File: src/rtl/sonic_ranger.sv
`default_nettype none
// ============================================================================
// Module      : sonic_ranger
// Description : HC-SR04 style ultrasonic range controller. Fires a periodic
//               trigger, times the echo and converts its width to millimetres
//               by prescaled counting. Define SONIC_AVG_EN to report a 4-entry
//               running average instead of the raw result.
// Revision    : 1.0 - initial release
// ============================================================================
module sonic_ranger #(
    parameter int TRIG_CYCLES    = 1000,
    parameter int PERIOD_CYCLES  = 10_000_000,
    parameter int TIMEOUT_CYCLES = 3_800_000,
    parameter int CYC_PER_MM     = 583
) (
    input  logic        clk,
    input  logic        rst,
    input  logic        echo,
    output logic        trig,
    output logic [19:0] distance,
    output logic        valid,
    output logic        timeout,
    output logic        busy
);

    localparam int c_PW   = (PERIOD_CYCLES > 1) ? $clog2(PERIOD_CYCLES) : 1;
    localparam int c_CMAX = (TRIG_CYCLES > TIMEOUT_CYCLES) ? TRIG_CYCLES : TIMEOUT_CYCLES;
    localparam int c_CW   = $clog2(c_CMAX + 1);
    localparam int c_SW   = (CYC_PER_MM > 1) ? $clog2(CYC_PER_MM) : 1;

    localparam logic [c_PW-1:0] c_PERIOD_LAST = c_PW'(PERIOD_CYCLES - 1);
    localparam logic [c_CW-1:0] c_TRIG_LAST   = c_CW'(TRIG_CYCLES - 1);
    localparam logic [c_CW-1:0] c_TO_LAST     = c_CW'(TIMEOUT_CYCLES - 1);
    localparam logic [c_SW-1:0] c_PRESC_LAST  = c_SW'(CYC_PER_MM - 1);
    localparam logic [19:0]     c_MM_MAX      = 20'hFFFFF;

    localparam logic [2:0] c_S_IDLE = 3'd0;
    localparam logic [2:0] c_S_TRIG = 3'd1;
    localparam logic [2:0] c_S_WAIT = 3'd2;
    localparam logic [2:0] c_S_MEAS = 3'd3;
    localparam logic [2:0] c_S_DONE = 3'd4;

    logic            echo_meta_q;
    logic            echo_s_q;
    logic [c_PW-1:0] period_q;

    logic [2:0]      state_q,    state_d;
    logic [c_CW-1:0] cyc_q,      cyc_d;
    logic [c_SW-1:0] presc_q,    presc_d;
    logic [19:0]     mm_q,       mm_d;
    logic            to_res_q,   to_res_d;
    logic            trig_q,     trig_d;
    logic            busy_q,     busy_d;
    logic            valid_q,    valid_d;
    logic            timeout_q,  timeout_d;
    logic [19:0]     distance_q, distance_d;

    logic            w_start;
    logic            w_presc_wrap;
    logic [c_SW-1:0] w_presc_inc;
    logic [19:0]     w_mm_inc;
    logic [19:0]     w_result;

`ifdef SONIC_AVG_EN
    logic [3:0][19:0] hist_q, hist_d;
    logic             hist_loaded_q, hist_loaded_d;
    logic [3:0][19:0] w_hist_new;
    logic [21:0]      w_sum;
`endif

    // Period counter is 0 on the first cycle after reset, giving an immediate start
    assign w_start = (period_q == '0);

    // One echo-high cycle worth of prescaled counting; mm_count saturates
    assign w_presc_wrap = (presc_q == c_PRESC_LAST);
    assign w_presc_inc  = w_presc_wrap ? '0 : presc_q + 1'b1;
    assign w_mm_inc     = (w_presc_wrap && (mm_q != c_MM_MAX)) ? mm_q + 20'd1 : mm_q;
    assign w_result     = to_res_q ? c_MM_MAX : mm_q;

`ifdef SONIC_AVG_EN
    // First result after reset fills the whole history so the average starts flat
    assign w_hist_new = hist_loaded_q ? {hist_q[2:0], w_result} : {4{w_result}};
    assign w_sum      = 22'(w_hist_new[0]) + 22'(w_hist_new[1])
                      + 22'(w_hist_new[2]) + 22'(w_hist_new[3]);
`endif

    always_comb begin
        state_d    = state_q;
        cyc_d      = cyc_q;
        presc_d    = presc_q;
        mm_d       = mm_q;
        to_res_d   = to_res_q;
        trig_d     = trig_q;
        busy_d     = busy_q;
        valid_d    = 1'b0;
        timeout_d  = 1'b0;
        distance_d = distance_q;
`ifdef SONIC_AVG_EN
        hist_d        = hist_q;
        hist_loaded_d = hist_loaded_q;
`endif
        case (state_q)
            c_S_IDLE: begin
                if (w_start) begin
                    state_d  = c_S_TRIG;
                    trig_d   = 1'b1;
                    busy_d   = 1'b1;
                    cyc_d    = '0;
                    presc_d  = '0;
                    mm_d     = '0;
                    to_res_d = 1'b0;
                end
            end
            c_S_TRIG: begin
                if (cyc_q == c_TRIG_LAST) begin
                    trig_d  = 1'b0;
                    state_d = c_S_WAIT;
                    cyc_d   = '0;
                end else begin
                    cyc_d = cyc_q + 1'b1;
                end
            end
            c_S_WAIT: begin
                // The rising cycle is itself the first echo-high cycle
                if (echo_s_q) begin
                    state_d = c_S_MEAS;
                    cyc_d   = c_CW'(1);
                    presc_d = w_presc_inc;
                    mm_d    = w_mm_inc;
                end else if (cyc_q == c_TO_LAST) begin
                    state_d  = c_S_DONE;
                    to_res_d = 1'b1;
                end else begin
                    cyc_d = cyc_q + 1'b1;
                end
            end
            c_S_MEAS: begin
                if (!echo_s_q) begin
                    state_d = c_S_DONE;
                end else begin
                    presc_d = w_presc_inc;
                    mm_d    = w_mm_inc;
                    if (cyc_q == c_TO_LAST) begin
                        state_d  = c_S_DONE;
                        to_res_d = 1'b1;
                    end else begin
                        cyc_d = cyc_q + 1'b1;
                    end
                end
            end
            c_S_DONE: begin
                state_d   = c_S_IDLE;
                busy_d    = 1'b0;
                valid_d   = 1'b1;
                timeout_d = to_res_q;
`ifdef SONIC_AVG_EN
                hist_d        = w_hist_new;
                hist_loaded_d = 1'b1;
                distance_d    = 20'(w_sum >> 2);
`else
                distance_d    = w_result;
`endif
            end
            default: begin
                state_d = c_S_IDLE;
                trig_d  = 1'b0;
                busy_d  = 1'b0;
            end
        endcase
    end

    always_ff @(posedge clk) begin
        if (!rst) begin
            echo_meta_q <= 1'b0;
            echo_s_q    <= 1'b0;
        end else begin
            echo_meta_q <= echo;
            echo_s_q    <= echo_meta_q;
        end
    end

    always_ff @(posedge clk) begin
        if (!rst) begin
            period_q   <= '0;
            state_q    <= c_S_IDLE;
            cyc_q      <= '0;
            presc_q    <= '0;
            mm_q       <= '0;
            to_res_q   <= 1'b0;
            trig_q     <= 1'b0;
            busy_q     <= 1'b0;
            valid_q    <= 1'b0;
            timeout_q  <= 1'b0;
            distance_q <= '0;
        end else begin
            period_q   <= (period_q == c_PERIOD_LAST) ? '0 : period_q + 1'b1;
            state_q    <= state_d;
            cyc_q      <= cyc_d;
            presc_q    <= presc_d;
            mm_q       <= mm_d;
            to_res_q   <= to_res_d;
            trig_q     <= trig_d;
            busy_q     <= busy_d;
            valid_q    <= valid_d;
            timeout_q  <= timeout_d;
            distance_q <= distance_d;
        end
    end

`ifdef SONIC_AVG_EN
    always_ff @(posedge clk) begin
        if (!rst) begin
            hist_q        <= '0;
            hist_loaded_q <= 1'b0;
        end else begin
            hist_q        <= hist_d;
            hist_loaded_q <= hist_loaded_d;
        end
    end
`endif

    assign trig     = trig_q;
    assign distance = distance_q;
    assign valid    = valid_q;
    assign timeout  = timeout_q;
    assign busy     = busy_q;

endmodule
`default_nettype wire

File: config.mk
export PLATFORM = sky130hd
export DESIGN_NAME = sonic_ranger
export DESIGN_NICKNAME = d
export VERILOG_FILES = /design/src/rtl/sonic_ranger.sv
export SDC_FILE = /design/constraint.sdc
export NUM_CORES = 1
export LEC_CHECK = 0
export BUFFER_PORTS_ARGS = -buffer_cell sky130_fd_sc_hd__buf_4
export CAP_MARGIN = 25
export CORE_MARGIN = 3
export CORE_UTILIZATION = 49
export DETAILED_ROUTE_END_ITERATION = 10
export GPL_TIMING_DRIVEN = 0
export PLACE_DENSITY = 0.66
export REMOVE_ABC_BUFFERS = 1
export SYNTH_ARGS = -nofsm -noshare
export SYNTH_HDL_FRONTEND = slang
export SYNTH_SLANG_ARGS = --single-unit
File: constraint.sdc
create_clock -name clk -period 2.8 [get_ports clk]
set_input_delay 0.56 -clock clk [delete_from_list [all_inputs] [get_ports clk]]
set_output_delay 0.56 -clock clk [all_outputs]
set_load 0.03 [all_outputs]
# == Word-level counts from Yosys, hierarchy flattened ==
# Index checks and enable logic that the tools add are counted.
# W data, S select, Z words.
# word_totals
regBits,106
output_inout_bits,24
word_cells,84
# op_classes
n_addsub,4
eq_ne,15
muxes,31
n_bitwise,3
n_reduce_logical,18
# ops
operator,n
$mux W22,5
$pmux W22 S4,1
$mux W20,4
$pmux W20 S2,1
$mux W10,3
$add A24 B1 Y24 const B,1
$eq A24 B24 Y1 const B,1
$logic_not A24 Y1,1
$add A22 B1 Y22 const B,1
$eq A22 B10 Y1 const B,1
$eq A22 B22 Y1 const B,1
$add A20 B1 Y20 const B,1
$ne A20 B20 Y1 const B,1
$pmux W10 S2,1
$mux W3,5
$pmux W3 S4,1
$add A10 B1 Y10 const B,1
$eq A10 B10 Y1 const B,1
$reduce_and A3 Y1,3
$ne A2 B2 Y1 const B,4
$reduce_and A4 Y1,2
$mux W1,7
$eq A3 B2 Y1 const B,2
$pmux W1 S3,2
13 further kinds,20

# == Logic depth before layout (Yosys ltp) ==
# depth
depth_word,5
mapped_depth,9
mapped_depth_nobuf,8

# == Least setup slack after synthesis ==
# No wires, ideal clock.
# synth_path
kind,register -> register
startpoint,register cyc_q[0]
endpoint,register cyc_q[9]
setup_ns,0.119
arrival_ns,2.112
path_slack_ns,0.569
path_stages_with_launch,10
period_less_slack_ns,2.231
cell_sequence,dfxtp_1 ha_1 and4_4 nand2_2 or4_4 buf_6 o211ai_4 buf_6 nor3_1 o221a_1
# synth_via
elab_chain_len,4
# synth_rtl
element,line_no,text
from (decl),48,"logic [c_CW-1:0] cyc_q, cyc_d;"
from (signal assigned),198,cyc_q <= cyc_d;
$add A22 B1 Y22 / $eq A22 B22 Y1 (equally long branches),-,
$mux W22,"130, 143",
$mux W22 (on tied branches),"138, 125",
$pmux W22 S4 *,102,case (state_q)
# Every way passes the cells marked *; elsewhere a longest branch is shown, timed or not. The select of a mux whose other input is x is not followed.
# A chain may end at the register's enable or synchronous reset.

# == Final worst setup path ==
# layout_path
startpoint,register state_q[2]
endpoint,register presc_q[8]
# layout_via
elab_chain_len,4
# layout_rtl
element,line_no,text
from (decl),47,"logic [2:0] state_q, state_d;"
from (signal assigned),185,state_q <= c_S_IDLE;
from (signal assigned),197,state_q <= state_d;
$eq A3 B2 Y1,102,
$reduce_or A2 Y1 (no source line),-,
$ne A2 B1 Y1 (no source line) / $reduce_bool A2 Y1 (equally long branches),-,
$reduce_and A3 Y1 (no source line),-,
to (signal assigned),199,presc_q <= presc_d;
to (decl),49,"logic [c_SW-1:0] presc_q, presc_d;"
# Several ways; a longest one is shown, not always the timed one.

==> key figures <==
Final layout
  • Fill cells: 940
  • Register area: 0.002122 mm^2
  • Area Overhead vs Synth: 8.333%
  • Nets: 613
  • Area of the multi-input gates: 0.002814 mm^2
  • Layout cells sized above 1: 10.36%
  • Ant. Diodes: 0
  • Most frequent cells in the layout: 106 x dfxtp_1, 94 x nor2_1, 42 x nand2_1, 34 x xor2_1, 30 x nor3_1
  • Most common cell after layout, fill and taps aside: dfxtp_1

Pwr
  • Sw frac: 29.38%
  • P_sw: 0.8940 mW
  • Worst IR Drop VDD: 0.3255 mV
  • PD cells: 550.1 mW/mm^2
  • Final Power: 3.042 mW
  • Logic pwr share: 15.1%
  • Seq pwr share: 52.3%
  • Clk pwr share: 32.5%
  • Cell Int Power: 2.148 mW
  • Leakage dissipation: 1.936 nW

Floorplan
  • Core area: 0.009955 mm^2
  • Die ar.: 0.01168 mm^2
  • Initial Util: 51.28%
  • Top Ports: 27
  • Site Rows: 36
  • Die H: 108.1 um
  • Die X: 108.1 um

STA
  • Max Fclk: 379.9 MHz
  • Final Slew Violations: 0
  • Worst-Margin Slew: 0.7960 ns
  • Finish-stage setup viols: 0
  • Worst clock skew: 0.007903 ns
  • Tmin final: 2.632 ns
  • Tcrit/Tclk final: 94.01%
  • Rel. slew slack: 46.44%
  • RSZ-0062 raised after global routing: no
  • Fin. Hold Viols: 0
  • Setup_tns: 0 ns

Critical path
  • Crit-path cells: nor4_1 -> nand4_1 -> a2111oi_0 -> xnor2_1 -> nor2_1
  • Critical Path AT: 2.89 ns
  • Crit path max-delay cell type: a2111oi_0
  • CP Capture Type: register
  • CP bufs+invs: 0
  • Startpoint Class: register
  • Req. time, crit path: 3.06 ns
  • Crit-path max cell delay: 0.67 ns
  • Kind of critical path: register to register
  • Delay-heaviest family, CP: simple AND/OR/NAND/NOR gates
  • CP Max Fanout: 12

Clock network
  • Clock slew at reported path FFs: 0.10 ns
  • Clk sinks: 106
  • CTS H-tree depth: 3
  • CTS tree: yes
  • Clk_lat worst skew: 0.37 ns
  • # hold bufs at CTS: 0
  • Worst-case clock buffer depth: 2
  • Root buf cell: clkbuf_8
  • Number of buffers created by CTS: 9

Synthesis
  • Mean Syn Cell Area: 8.580 um^2
  • Post-synth EDFFs: 0
  • Synth cell types: 70
  • Synth Warn #: 0
  • Post-synthesis async set-or-reset flop share: 0%
  • Main synth FF type: dfxtp_1
  • Sequential share of the synthesized area: 41.57%
  • Cells after Synth: 595
  • Synth Register Bits: 106
  • Synth Cell Area: 0.005105 mm^2

Global route
  • Pin count of the biggest net entering global routing: 46
  • Initial antenna violation count: 0
  • Total gr overflow: 0
  • Total GRT Usage: 19.33%
  • First-pass GRT wire length: 18540 um
  • Vias in the first global route: 3929

Route
  • Vias: 4190
  • Drt wl/cell: 14.62 um
  • Final ANT Viol Nets: 0
  • Drt pass-1 iters: 4
  • Residual DRC: 0
  • WL final: 10840 um
  • 1st-iter DRT viols: 198
  • Vias per cell: 5.655

Run
  • Number of max-cap violations: 0

Hold path
  • HP Class: input pin to register

Placed design
  • HPWL after detailed placement: 7506 um
  • Buffers on Ports: 26
  • GPL Wtd Cong: 0.8608

Status
  • Status: completed
-- synthesized netlist by cell type (2+ instances only) --
cell         n  area share, %
a311oi_1     2           0.34
nand2b_1     3           0.37
xor2_1      34            5.8
o221a_1      3           0.66
xnor2_1     18            3.1
inv_1        8           0.59
and3_2       2           0.29
o31ai_1      4           0.59
o211ai_1     5           0.74
o21ai_0      9           0.88
or3_2        2           0.29
clkbuf_1    21            1.5
a211oi_1     2           0.29
and4_1       7            1.2
nor3_1      30            2.9
and2_1      12            1.5
buf_2        2           0.20
nand4_1     20            2.5
or3_1        2           0.25
a211o_1      4           0.69
a41oi_1      2           0.34
nor2_1      94            6.9
dfxtp_1    106             42
ha_1         6            1.5
o21a_1       4           0.59
nor2b_1      4           0.49
nand4b_1     2           0.34
o2111ai_1    6            1.0
or4_1        5           0.74
buf_6        3           0.66
nor4_1      11            1.3
nand3b_1     2           0.29
a21oi_1     18            1.8
and4_2       2           0.39
and3_1      13            1.6
nand3_1     29            2.8
nor3b_1     20            2.9
nand2_1     43            3.2
a21boi_0     3           0.44
a211oi_2     2           0.49
-- stage by stage --
stage | hold slack [ns] | setup WS (ns) | instance area, um^2 | util (%) | instances
2_1_floorplan | 0.4118 | 0.6460 | 4964 | - | 567
3_3_place_gp | 0.4159 | 0.1587 | 5325 | 53.49 | 726
3_5_place_dp | 0.4217 | 0.1409 | 5325 | 53.49 | 726
4_1_cts | 0.3761 | 0.1033 | 5528 | 55.53 | 741
5_1_grt | 0.3737 | 0.06406 | 5530 | 55.56 | 741
6_report | 0.3902 | 0.1677 | 5530 | 55.56 | 741
-- registers in the layout (all words and copies together), names as in the netlist, 3 cells and up --
| register | count |
|---|---|
| distance | 20 |
| state_q | 3 |
| period_q | 24 |
| mm_q | 20 |
| presc_q | 10 |
| cyc_q | 22 |
-- worst paths after layout --
kind	start	end	slack [ns]	depth (start not counted)
setup / recovery	state_q[2]	presc_q[8]	0.17	5
hold reg to reg	echo_meta_q	echo_s_q	0.44	1
setup reg to reg	state_q[2]	presc_q[8]	0.17	5
hold / removal	echo	echo_meta_q	0.39	2
-- what timing repair did --
action | in CTS | in global routing
gates resized for setup | 0 | 1
setup endpoints to repair | 0 | 1
buffers inserted | 0 | 0
-- logic make-up (layout without fill, tap and decap cells) --
kind of cell             count (synthesis)  in the layout  synth area share [%]
buffers and inverters                   36             49                 3.358
AND/OR/NAND/NOR                        315            315                 32.79
XOR/XNOR                                52             52                 8.922
flip-flops                             106            106                 41.57
AO/OA/AOI/OAI                           80             80                 11.89
adder cells (fa/ha/maj)                  6              6                 1.471
-- power groups by stage --
stage | registers, mW | clock network, mW | logic [mW]
floorplan | 1.64 | 0 | 0.304
global placement | 1.63 | 0 | 0.449
detailed placement | 1.63 | 0 | 0.455
CTS | 1.59 | 1.01 | 0.460
global route | 1.60 | 1.07 | 0.515
finish | 1.59 | 0.990 | 0.460
-- area by class of cell --
class	instances	share of cell area (%)
clock buffers	12	2.805
clock inverters	3	0.8597
inverters	8	0.5430
multi-input cells	453	50.88
flip-flops and latches	106	38.37
well taps	133	3.009
repair buffers	26	3.529
-- metal layers --
metal  wire length [um]  vias to the layer above  global-route usage [%]
met1               5418                     1967                   26.83
met2               4860                       57                   29.84
met4                189                        0                   8.115
li1                   -                     2151                       -
met3                367                       15                   3.224
met5                  0                        -                       0
Power figures use the tool's default switching activity.
